**src/rtl/prio_encoder_rr.sv**
```systemverilog
// -----------------------------------------------------------------------------
// prio_encoder_rr
//
// Registered N-input request encoder. Request pulses are latched into a pending
// vector. One pending source per cycle is granted, chosen by fixed priority
// (highest index wins) or by round-robin. The granted binary index is presented
// on a valid/ready output register that holds steady while downstream stalls.
//
// Parameters
//   N      number of request sources (2..64, any value)
//   RR_EN  0 = fixed priority, 1 = round-robin
//   W      index width, derived from N
//
// Ports
//   clk        rising-edge clock
//   rst_n      asynchronous active-low reset
//   en         request enable; req_in ignored while low
//   clr        synchronous clear of the pending vector
//   req_in     request pulses, bit i = source i
//   out_ready  downstream accepts out_idx
//   out_valid  out_idx / out_multi are valid
//   out_idx    binary index of the granted source
//   out_multi  more than one source was pending at grant time
//   pending    registered pending vector
// -----------------------------------------------------------------------------
module prio_encoder_rr #(
    parameter int N     = 8,
    parameter bit RR_EN = 1'b0,
    localparam int W    = $clog2(N)
) (
    input  logic         clk,
    input  logic         rst_n,
    input  logic         en,
    input  logic         clr,
    input  logic [N-1:0] req_in,
    input  logic         out_ready,
    output logic         out_valid,
    output logic [W-1:0] out_idx,
    output logic         out_multi,
    output logic [N-1:0] pending
);

    logic [N-1:0] pending_q, pending_d;
    logic         out_valid_q, out_valid_d;
    logic [W-1:0] out_idx_q, out_idx_d;
    logic         out_multi_q, out_multi_d;
    logic [W-1:0] ptr_q, ptr_d;

    logic [W-1:0] winner;
    logic         load;
    logic         multi;
    logic [N-1:0] gnt_mask;

    // Highest set index wins; later iterations overwrite earlier ones.
    function automatic logic [W-1:0] fixed_pick(input logic [N-1:0] vec);
        logic [W-1:0] res;
        res = '0;
        for (int i = 0; i < N; i++) begin
            if (vec[i]) res = W'(i);
        end
        return res;
    endfunction

    // Scan ptr, ptr+1, ..., N-1, 0, ..., ptr-1; first set bit wins. The wrap
    // is done against N rather than 2**W so non-power-of-2 N never yields an
    // index >= N.
    function automatic logic [W-1:0] rr_pick(input logic [N-1:0] vec,
                                             input logic [W-1:0] ptr);
        logic [W-1:0] res;
        logic         found;
        int           j;
        res   = '0;
        found = 1'b0;
        for (int k = 0; k < N; k++) begin
            j = int'(ptr) + k;
            if (j >= N) j = j - N;
            if (!found && vec[j]) begin
                res   = W'(j);
                found = 1'b1;
            end
        end
        return res;
    endfunction

    always_comb begin
        winner = RR_EN ? rr_pick(pending_q, ptr_q) : fixed_pick(pending_q);
        load   = (pending_q != '0) && !clr && (!out_valid_q || out_ready);
        // Two or more bits set <=> clearing the lowest set bit leaves something.
        multi  = (pending_q & (pending_q - N'(1))) != '0;
    end

    always_comb begin
        gnt_mask = '0;
        if (load) gnt_mask[winner] = 1'b1;

        // A req_in bit landing on the bit being granted is OR-ed back in after
        // the mask, so a fresh request is never swallowed by its own grant.
        if (clr) pending_d = '0;
        else     pending_d = (pending_q & ~gnt_mask) | (en ? req_in : '0);
    end

    always_comb begin
        out_valid_d = out_valid_q;
        out_idx_d   = out_idx_q;
        out_multi_d = out_multi_q;
        ptr_d       = ptr_q;
        if (load) begin
            out_valid_d = 1'b1;
            out_idx_d   = winner;
            out_multi_d = multi;
            ptr_d       = (winner == W'(N - 1)) ? '0 : winner + W'(1);
        end else if (out_valid_q && out_ready) begin
            out_valid_d = 1'b0;
        end
    end

    always_ff @(posedge clk or negedge rst_n) begin
        if (!rst_n) begin
            pending_q   <= '0;
            out_valid_q <= 1'b0;
            out_idx_q   <= '0;
            out_multi_q <= 1'b0;
            ptr_q       <= '0;
        end else begin
            pending_q   <= pending_d;
            out_valid_q <= out_valid_d;
            out_idx_q   <= out_idx_d;
            out_multi_q <= out_multi_d;
            ptr_q       <= ptr_d;
        end
    end

    assign out_valid = out_valid_q;
    assign out_idx   = out_idx_q;
    assign out_multi = out_multi_q;
    assign pending   = pending_q;

endmodule
```
**config.mk**
```make
export PLATFORM = sky130hd
export DESIGN_NAME = prio_encoder_rr
export DESIGN_NICKNAME = d
export VERILOG_FILES = /design/src/rtl/prio_encoder_rr.sv
export SDC_FILE = /design/constraint.sdc
export NUM_CORES = 1
export LEC_CHECK = 0
export ABC_AREA = 1
export CAP_MARGIN = 20
export CELL_PAD_IN_SITES_DETAIL_PLACEMENT = 1
export CELL_PAD_IN_SITES_GLOBAL_PLACEMENT = 2
export CORE_ASPECT_RATIO = 0.9
export CORE_MARGIN = 5
export CORE_UTILIZATION = 24
export CTS_BUF_LIST = sky130_fd_sc_hd__clkbuf_4
export DETAILED_ROUTE_END_ITERATION = 8
export HOLD_SLACK_MARGIN = 0.05
export PLACE_DENSITY = 0.77
export SLEW_MARGIN = 25
export SYNTH_ARGS = -nofsm -noshare
export SYNTH_HDL_FRONTEND = slang
export SYNTH_SLANG_ARGS = --single-unit
```
**constraint.sdc**
```tcl
create_clock -name clk -period 1.5 [get_ports clk]
set_input_delay 0.225 -clock clk [delete_from_list [all_inputs] [get_ports clk]]
set_output_delay 0.225 -clock clk [all_outputs]
set_load 0.01 [all_outputs]
```
==> metrics.log, run 1 <==
INFO  metric status = finished, final reports clean
INFO  metric design.core.area = approximately 2800 um^2
INFO  metric row_count = 18
INFO  metric num-fill-cells = 364
INFO  metric netlist-cell-type-count = 18
INFO  metric finish.instance_area = 1170 um^2
INFO  metric crit_end_category = primary output
INFO  metric clock_root_buffer = sky130_fd_sc_hd__clkbuf_4
INFO  metric initial_antenna_violation_count = 0
INFO  metric critPathBufInv = 1
INFO  metric cts.path.max_buffers = 2
INFO  metric commonest_cells_after_routing_fill_and_taps_aside = sky130_fd_sc_hd__nand2_1, sky130_fd_sc_hd__clkdlybuf4s50_1, sky130_fd_sc_hd__buf_4
INFO  metric multiInputGateArea = around 340 um^2
INFO  metric mostFrequentLayoutCell = sky130_fd_sc_hd__nand2_1
INFO  metric max_clock_freq = roughly 700 MHz
INFO  metric fp.dieW = about 67 um
INFO  metric timing.final.ws_setup = approximately 0.046 ns
INFO  metric ratio_of_cells_with_drive_above_1_in_the_final_layout = 21.7%
INFO  metric finalSetupViolations = 0
INFO  metric place.gp.congestion = around 0.77
INFO  metric detail_route.wirelength = 2.16 mm
INFO  metric via_count = ~760
INFO  metric tritoncts_num_sinks = 13
INFO  metric numPortBuffers = 25
INFO  metric max_stage_delay = around 0.56 ns
INFO  metric nNetsFinal = 152
INFO  metric vdd_ir_drop_max = 0.000327 V
INFO  metric number_of_global_route_vias_before_repair = 836
INFO  metric post_synthesis_mean_instance_area = between 7 and 8 um^2
INFO  metric drt_first_pass_iters = 3
INFO  metric post-route-min-period = ~1.5 ns
INFO  metric start_util = between 20% and 30%
INFO  metric reg2reg_setup_slack = 0.07 ns
INFO  metric area_delta_synth_final = 63.9%
INFO  metric drc_errors = 0
INFO  metric die_area = ~4200 um^2
INFO  metric htreeDepth = 1
INFO  metric max_cap_check_violation_count = 0
INFO  metric min_path_type = primary input to asynchronous set/reset pin
INFO  metric pin_count = 26
INFO  metric cts_tree = done
INFO  metric worstSkewPairLatency = ~0.27 ns
INFO  metric drv_slew = 0
INFO  metric power_per_cell_area = a little over 900 nW/um^2
INFO  metric routed_wire_length_per_instance = between 10 and 15 um
INFO  metric worst_pin_slew = a little over 0.3 ns
INFO  metric path_max_fanout = 4
INFO  metric syn-num-nets = around 110
INFO  metric postSynthRegisterBits = 13
INFO  metric via_per_inst = about 4.3
INFO  metric unrepaired_setup_endpoints_after_global_routing = true
INFO  metric detailed_place_hpwl = roughly 1.7 mm
INFO  metric cts_hold_buf = 0
INFO  metric antenna_cells = 0
INFO  metric grt_usage = a little under an eighth
INFO  metric drt-initial-drc-count = 17
INFO  metric cp-start-kind = flip-flop
INFO  metric cp_cell_sequence = clkdlybuf4s50_1
INFO  metric slew_headroom = 79.3%
INFO  metric postRouteAntennaNets = 0
INFO  metric finalClockSkew = between 0.006 and 0.007 ns
INFO  metric cell_with_the_largest_stage_delay_on_the_worst_path = sky130_fd_sc_hd__clkdlybuf4s50_1
INFO  metric post_dp_cell_area = about 1000 um^2
INFO  metric synthesis.yosys.warnings = 0
INFO  metric delay_heaviest_family_cp = buffers and inverters
INFO  metric worst_ep_arrival_time = 1.23 ns
INFO  metric cts_buffers = 3
INFO  metric path_class = flip-flop to primary output
INFO  metric data_required_time_of_the_critical_path = around 1.3 ns
INFO  metric register_area = roughly 330 um^2
INFO  metric syn-instance-count = between 90 and 100
INFO  metric die_h = 61.7 um
INFO  metric timing.reg2reg.worst_path_depth = 9
INFO  metric timing.final.crit_share = 97.0%
INFO  metric finalHoldViolations = 0
INFO  metric crit-reg2reg-launch = pending[2]
INFO  metric worst_setup_hold_path_clk_slew = 0.09 ns
INFO  metric global_route_wire_length_before_repair = around 3.7 mm
INFO  metric synth_sequential_area_ratio = 45.6%
INFO  metric crit-reg2reg-capture = pending[7]
INFO  metric syn_area = around 700 um^2
INFO  metric p_leak = around 0.00060 uW
INFO  metric grt_start_max_net_pins = 14
INFO  metric grt_overflow_total = 0
INFO  metric worst_slack_at_placement = -0.0130 ns
INFO  metric timing.critical_path.depth = 1
## logic make-up after synthesis
| logic type | Yosys count | share of synthesized area (%) |
|---|---|---|
| and+or+nand+nor | 53 | 31.8 |
| DFF | 13 | 45.6 |
| buffers and inverters | 17 | 10.0 |
| AOI/OAI and AO/OA | 14 | 9.82 |
| adders and majority gates | 2 | 2.81 |
## worst max path at each step
stage,startpoint,end,slack (ns)
6_report,pending[1],pending[1],0.05
5_1_grt,pending[2],pending[0],-0.05
4_1_cts,pending[1],pending[1],0.002
3_5_place_dp,out_ready,pending[7],-0.01
3_3_place_gp,out_ready,pending[7],-0.03
2_1_floorplan,pending[7],pending[6],0.25
## where the power goes
part           switching, uW  total (uW)  internal (uW)
clock network            117         238            121
logic                    196         408            212
registers               35.4         437            401
## per-stage QoR
step / setup TNS (ns) / std cells / hold WS (ns) / util (%) / power (uW)
finish: 0 / 178 / 0.252 / 41.8 / 1080
CTS: 0 / 173 / 0.250 / 39.4 / 1080
detailed placement: -0.0130 / 164 / 0.481 / 36.9 / 817
global route: -0.131 / 178 / 0.265 / 41.8 / 1160
floorplan: 0 / 99 / -0.0706 / - / 618
global placement: -0.0381 / 164 / 0.464 / 36.9 / 811
## repair_timing
action | in CTS | in global routing
endpoints found under the setup margin | 6 | 15
resized for setup | 2 | 10
hold endpoints to repair | 0 | 0
setup buffers | 5 | 5
## cell usage after synthesis
library cell                n  area, um^2
sky130_fd_sc_hd__buf_1      1        3.75
sky130_fd_sc_hd__nand3_1    3        15.0
sky130_fd_sc_hd__nand4_1    1        6.26
sky130_fd_sc_hd__dfrtp_1   13         325
sky130_fd_sc_hd__clkbuf_1   1        3.75
sky130_fd_sc_hd__nand2_1   35         131
sky130_fd_sc_hd__nand3_2    1        10.0
sky130_fd_sc_hd__nor2_2     2        12.5
sky130_fd_sc_hd__nor2_1     8        30.0
sky130_fd_sc_hd__nand2_2    1        6.26
sky130_fd_sc_hd__nor3_1     1        5.00
sky130_fd_sc_hd__nor3_2     1        10.0
sky130_fd_sc_hd__o21ai_1    5        25.0
sky130_fd_sc_hd__buf_6      1        11.3
sky130_fd_sc_hd__inv_1     12        45.0
sky130_fd_sc_hd__maj3_1     2        20.0
sky130_fd_sc_hd__inv_2      2        7.51
sky130_fd_sc_hd__a21oi_1    9        45.0
## worst register-to-register path: cells and delay by family (launching register included)
kind	cells	cell delay [ns]
buffers and inverters	3	0.34
DFF	1	0.42
AOI/OAI and AO/OA	1	0.11
and+or+nand+nor	5	0.50
## layer usage
layer	part of all wire (%)	global-route usage, %	up-vias	wire (um)
met4	0	3.47	0	0
li1	-	-	384	-
met2	45	18.3	15	969
met3	4.2	2.34	0	91
met1	51	16.6	362	1100
met5	0	0	-	0
## flip-flops by register name, summed over array words and instances (netlist names)
| signal | flops |
|---|---|
| out_valid | 1 |
| out_idx | 3 |
| out_multi | 1 |
| pending | 8 |
## area by class of cell
| cell class | count | area share (%) |
|---|---|---|
| clock buffers | 4 | 2.57 |
| inverters | 14 | 4.50 |
| multi-input cells | 69 | 28.9 |
| flip-flops and latches | 13 | 28.1 |
| well taps | 40 | 4.28 |
| repair buffers | 38 | 31.7 |
(Power assumes the default switching activity.)
==> run 2: changes to the inputs <==
--- a/config.mk
+++ b/config.mk
@@ -10,12 +10,13 @@
 export CELL_PAD_IN_SITES_DETAIL_PLACEMENT = 1
 export CELL_PAD_IN_SITES_GLOBAL_PLACEMENT = 2
 export CORE_ASPECT_RATIO = 0.9
-export CORE_MARGIN = 5
+export CORE_MARGIN = 8
 export CORE_UTILIZATION = 24
 export CTS_BUF_LIST = sky130_fd_sc_hd__clkbuf_4
 export DETAILED_ROUTE_END_ITERATION = 8
 export HOLD_SLACK_MARGIN = 0.05
 export PLACE_DENSITY = 0.77
+export SETUP_SLACK_MARGIN = 0.5
 export SLEW_MARGIN = 25
 export SYNTH_ARGS = -nofsm -noshare
 export SYNTH_HDL_FRONTEND = slang
==> metrics.log, run 2 (synthesized netlist as in run 1, its figures left out) <==
INFO  metric detail_route.wirelength = 2.95 mm (+37%)
INFO  metric ratio_of_cells_with_drive_above_1_in_the_final_layout = 56.6% (+35 points)
INFO  metric grt_usage = 11.2% (-0.60 points)
INFO  metric numPortBuffers = 25 (unchanged)
INFO  metric power_frac_clock = 18.9% (-3.1 points)
INFO  metric clock_root_buffer = sky130_fd_sc_hd__clkbuf_4
INFO  metric nNetsFinal = 173 (+14%)
INFO  metric max_clock_freq = 704 MHz (+2.4%)
INFO  metric setup.worst_path.start = pending[5]
INFO  metric row_count = 18 (unchanged)
INFO  metric area_delta_synth_final = 101%
INFO  metric min_path_type = primary input to asynchronous set/reset pin
INFO  metric sequentialPowerShare = 35.0% (-5.4 points)
INFO  metric detailed_place_hpwl = 1.78 mm (+6.5%)
INFO  metric routed_wire_length_per_instance = 14.8 um (+22%)
INFO  metric worst_setup_hold_path_clk_slew = 0.09 ns (about the same)
INFO  metric finalHoldViolations = 0 (unchanged)
INFO  metric drv_slew = 0 (unchanged)
INFO  metric critPathBufInv = 1 (unchanged)
INFO  metric finalClockSkew = 0.00892 ns (+0.00258 ns)
INFO  metric slew_headroom = 78.1% (-1.2 points)
INFO  metric path_max_fanout = 6 (+2)
INFO  metric cp_cell_sequence = buf_6, nor3_1, nand2_1, nor2_1, nand2_2, nand2_2, a21oi_2
INFO  metric worst_ep_arrival_time = 1.62 ns (+0.39 ns)
INFO  metric grt_overflow_total = 0 (unchanged)
INFO  metric timing.final.crit_share = 94.7% (-2.2 points)
INFO  metric finalSetupViolations = 0 (unchanged)
INFO  metric power_per_cell_area = 874 nW/um^2 (-5.6%)
INFO  metric max_stage_delay = 0.43 ns (-0.13 ns)
INFO  metric status = finished, final reports clean
INFO  metric reg2reg_setup_slack = 0.08 ns (about the same)
INFO  metric cp-start-kind = flip-flop
INFO  metric initial_antenna_violation_count = 0 (unchanged)
INFO  metric timing.critical_path.depth = 7 (+6)
INFO  metric post-route-min-period = 1.42 ns (-0.0336 ns)
INFO  metric combinationalPowerShare = 46.1% (+8.4 points)
INFO  metric cell_with_the_largest_stage_delay_on_the_worst_path = sky130_fd_sc_hd__dfrtp_2
INFO  metric grt_start_max_net_pins = 9 (-5)
INFO  metric largest_reg_flops = 8 (unchanged)
INFO  metric via_count = 874 (+15%)
INFO  metric drc_errors = 0 (unchanged)
INFO  metric num-fill-cells = 369 (+1.4%)
INFO  metric netSwitchingPower = 448 uW (+29%)
INFO  metric multiInputGateArea = 428 um^2 (+27%)
INFO  metric pin_count = 26 (unchanged)
INFO  metric cts.path.max_buffers = 2 (unchanged)
INFO  metric post-layout-total-power = 1250 uW (+16%)
INFO  metric design.core.area = 2790 um^2 (unchanged)
INFO  metric cts_hold_buf = 0 (unchanged)
INFO  metric fp.dieW = 73.5 um (+8.9%)
INFO  metric place.gp.congestion = 0.811 (+4.9%)
INFO  metric crit-reg2reg-capture = pending[2]
INFO  metric via_per_inst = 4.39 (+2.7%)
INFO  metric finish.instance_area = 1430 um^2 (+23%)
INFO  metric tritoncts_num_sinks = 13 (unchanged)
INFO  metric register_area = 333 um^2 (+1.5%)
INFO  metric htreeDepth = 1 (unchanged)
INFO  metric start_util = 25.5% (unchanged)
INFO  metric worstSkewPairLatency = 0.30 ns (+0.03 ns)
INFO  metric timing.final.ws_setup = 0.0792 ns (+0.0336 ns)
INFO  metric worst_slack_at_placement = -0.0178 ns (-0.00480 ns)
INFO  metric p_sw_share = 35.8% (+3.6 points)
INFO  metric crit_end_category = flip-flop
INFO  metric die_area = 4970 um^2 (+19%)
INFO  metric cts_tree = done
INFO  metric vdd_ir_drop_max = 0.000366 V (+12%)
INFO  metric number_of_global_route_vias_before_repair = 916 (+9.6%)
INFO  metric commonest_cells_after_routing_fill_and_taps_aside = sky130_fd_sc_hd__nand2_1, sky130_fd_sc_hd__buf_6, sky130_fd_sc_hd__buf_4
INFO  metric critPathMostFrequentCell = sky130_fd_sc_hd__nand2_2
INFO  metric delay_heaviest_family_cp = simple AND/OR/NAND/NOR gates
INFO  metric die_h = 67.7 um (+9.7%)
INFO  metric cts_buffers = 3 (unchanged)
INFO  metric worst_pin_slew = 0.326 ns (+0.0185 ns)
INFO  metric data_required_time_of_the_critical_path = 1.70 ns (+0.43 ns)
INFO  metric critPathCapture = pending[2]
INFO  metric postRouteAntennaNets = 0 (unchanged)
INFO  metric place_inst = 164 (unchanged)
INFO  metric crit-reg2reg-launch = pending[5]
INFO  metric unrepaired_setup_endpoints_after_global_routing = true
INFO  metric p_leak = 0.000691 uW (+15%)
INFO  metric post_dp_cell_area = 1030 um^2 (unchanged)
INFO  metric max_cap_check_violation_count = 0 (unchanged)
INFO  metric drt_first_pass_iters = 4 (+1)
INFO  metric global_route_wire_length_before_repair = 4.19 mm (+13%)
INFO  metric cell_internal_pwr = 804 uW (+9.5%)
INFO  metric drt-initial-drc-count = 12 (-5)
INFO  metric antenna_cells = 0 (unchanged)
INFO  metric path_class = flip-flop to flip-flop
INFO  metric timing.reg2reg.worst_path_depth = 7 (-2)
INFO  metric layout.cells.non_filler = 199 (+12%)
==> run 2: how the worst min path moves through the flow <==
stage,slack (ns),cells after the start,endpoint
6_report,0.17,1,pending[5]
5_1_grt,0.19,1,pending[6]
4_1_cts,0.18,1,pending[6]
3_5_place_dp,0.46,2,out_multi
3_3_place_gp,0.45,2,out_multi
2_1_floorplan,-0.07,0,out_idx[0]
==> run 2: layout make-up <==
type | count | area share [%]
clock buffer | 3 | 1.57
multi-input combinational | 69 | 29.9
sequential | 13 | 23.2
timing repair buffer | 59 | 37.6
inverter | 14 | 3.84
clock inverter | 1 | 0.349
tap | 40 | 3.49
==> run 2: power by group through the flow <==
stage	Combinational, uW	Clock [uW]	Sequential (uW)
2_1_floorplan	152	0	471
3_3_place_gp	358	0	449
3_5_place_dp	362	0	451
4_1_cts	468	241	433
5_1_grt	628	253	442
6_report	578	237	438
==> run 2: what timing repair did <==
item / CTS / global route
pin swaps: 10 / 12
resized for setup: 80 / 29
endpoints found under the setup margin: 26 / 26
setup buffers: 20 / 11
==> run 2: worst reg2reg max path, cell delays in order, from the launching register on <==
cell and delay [ns]:
sky130_fd_sc_hd__dfrtp_2 0.43, sky130_fd_sc_hd__buf_6 0.14, sky130_fd_sc_hd__nor3_1 0.32, sky130_fd_sc_hd__nand2_1 0.10, sky130_fd_sc_hd__nor2_1 0.15, sky130_fd_sc_hd__nand2_2 0.06
sky130_fd_sc_hd__nand2_2 0.07, sky130_fd_sc_hd__a21oi_2 0.05
==> run 2: through the flow <==
stage / hold slack [ns] / setup TNS [ns] / utilization [%]
global placement: 0.454 / -0.00628 / 36.9
finish: 0.169 / 0 / 51.3
CTS: 0.178 / 0 / 45.7
detailed placement: 0.458 / -0.0216 / 36.9
floorplan: -0.0706 / 0 / -
global route: 0.187 / 0 / 51.3
==> run 2: metal layers <==
metal / GRT usage [%] / share of wire (%) / up-vias
met5: 0 / 0 / -
met4: 4.48 / 1.7 / 0
met3: 3.70 / 5.2 / 5
met2: 18.6 / 45 / 21
met1: 13.0 / 48 / 419
li1: - / - / 429
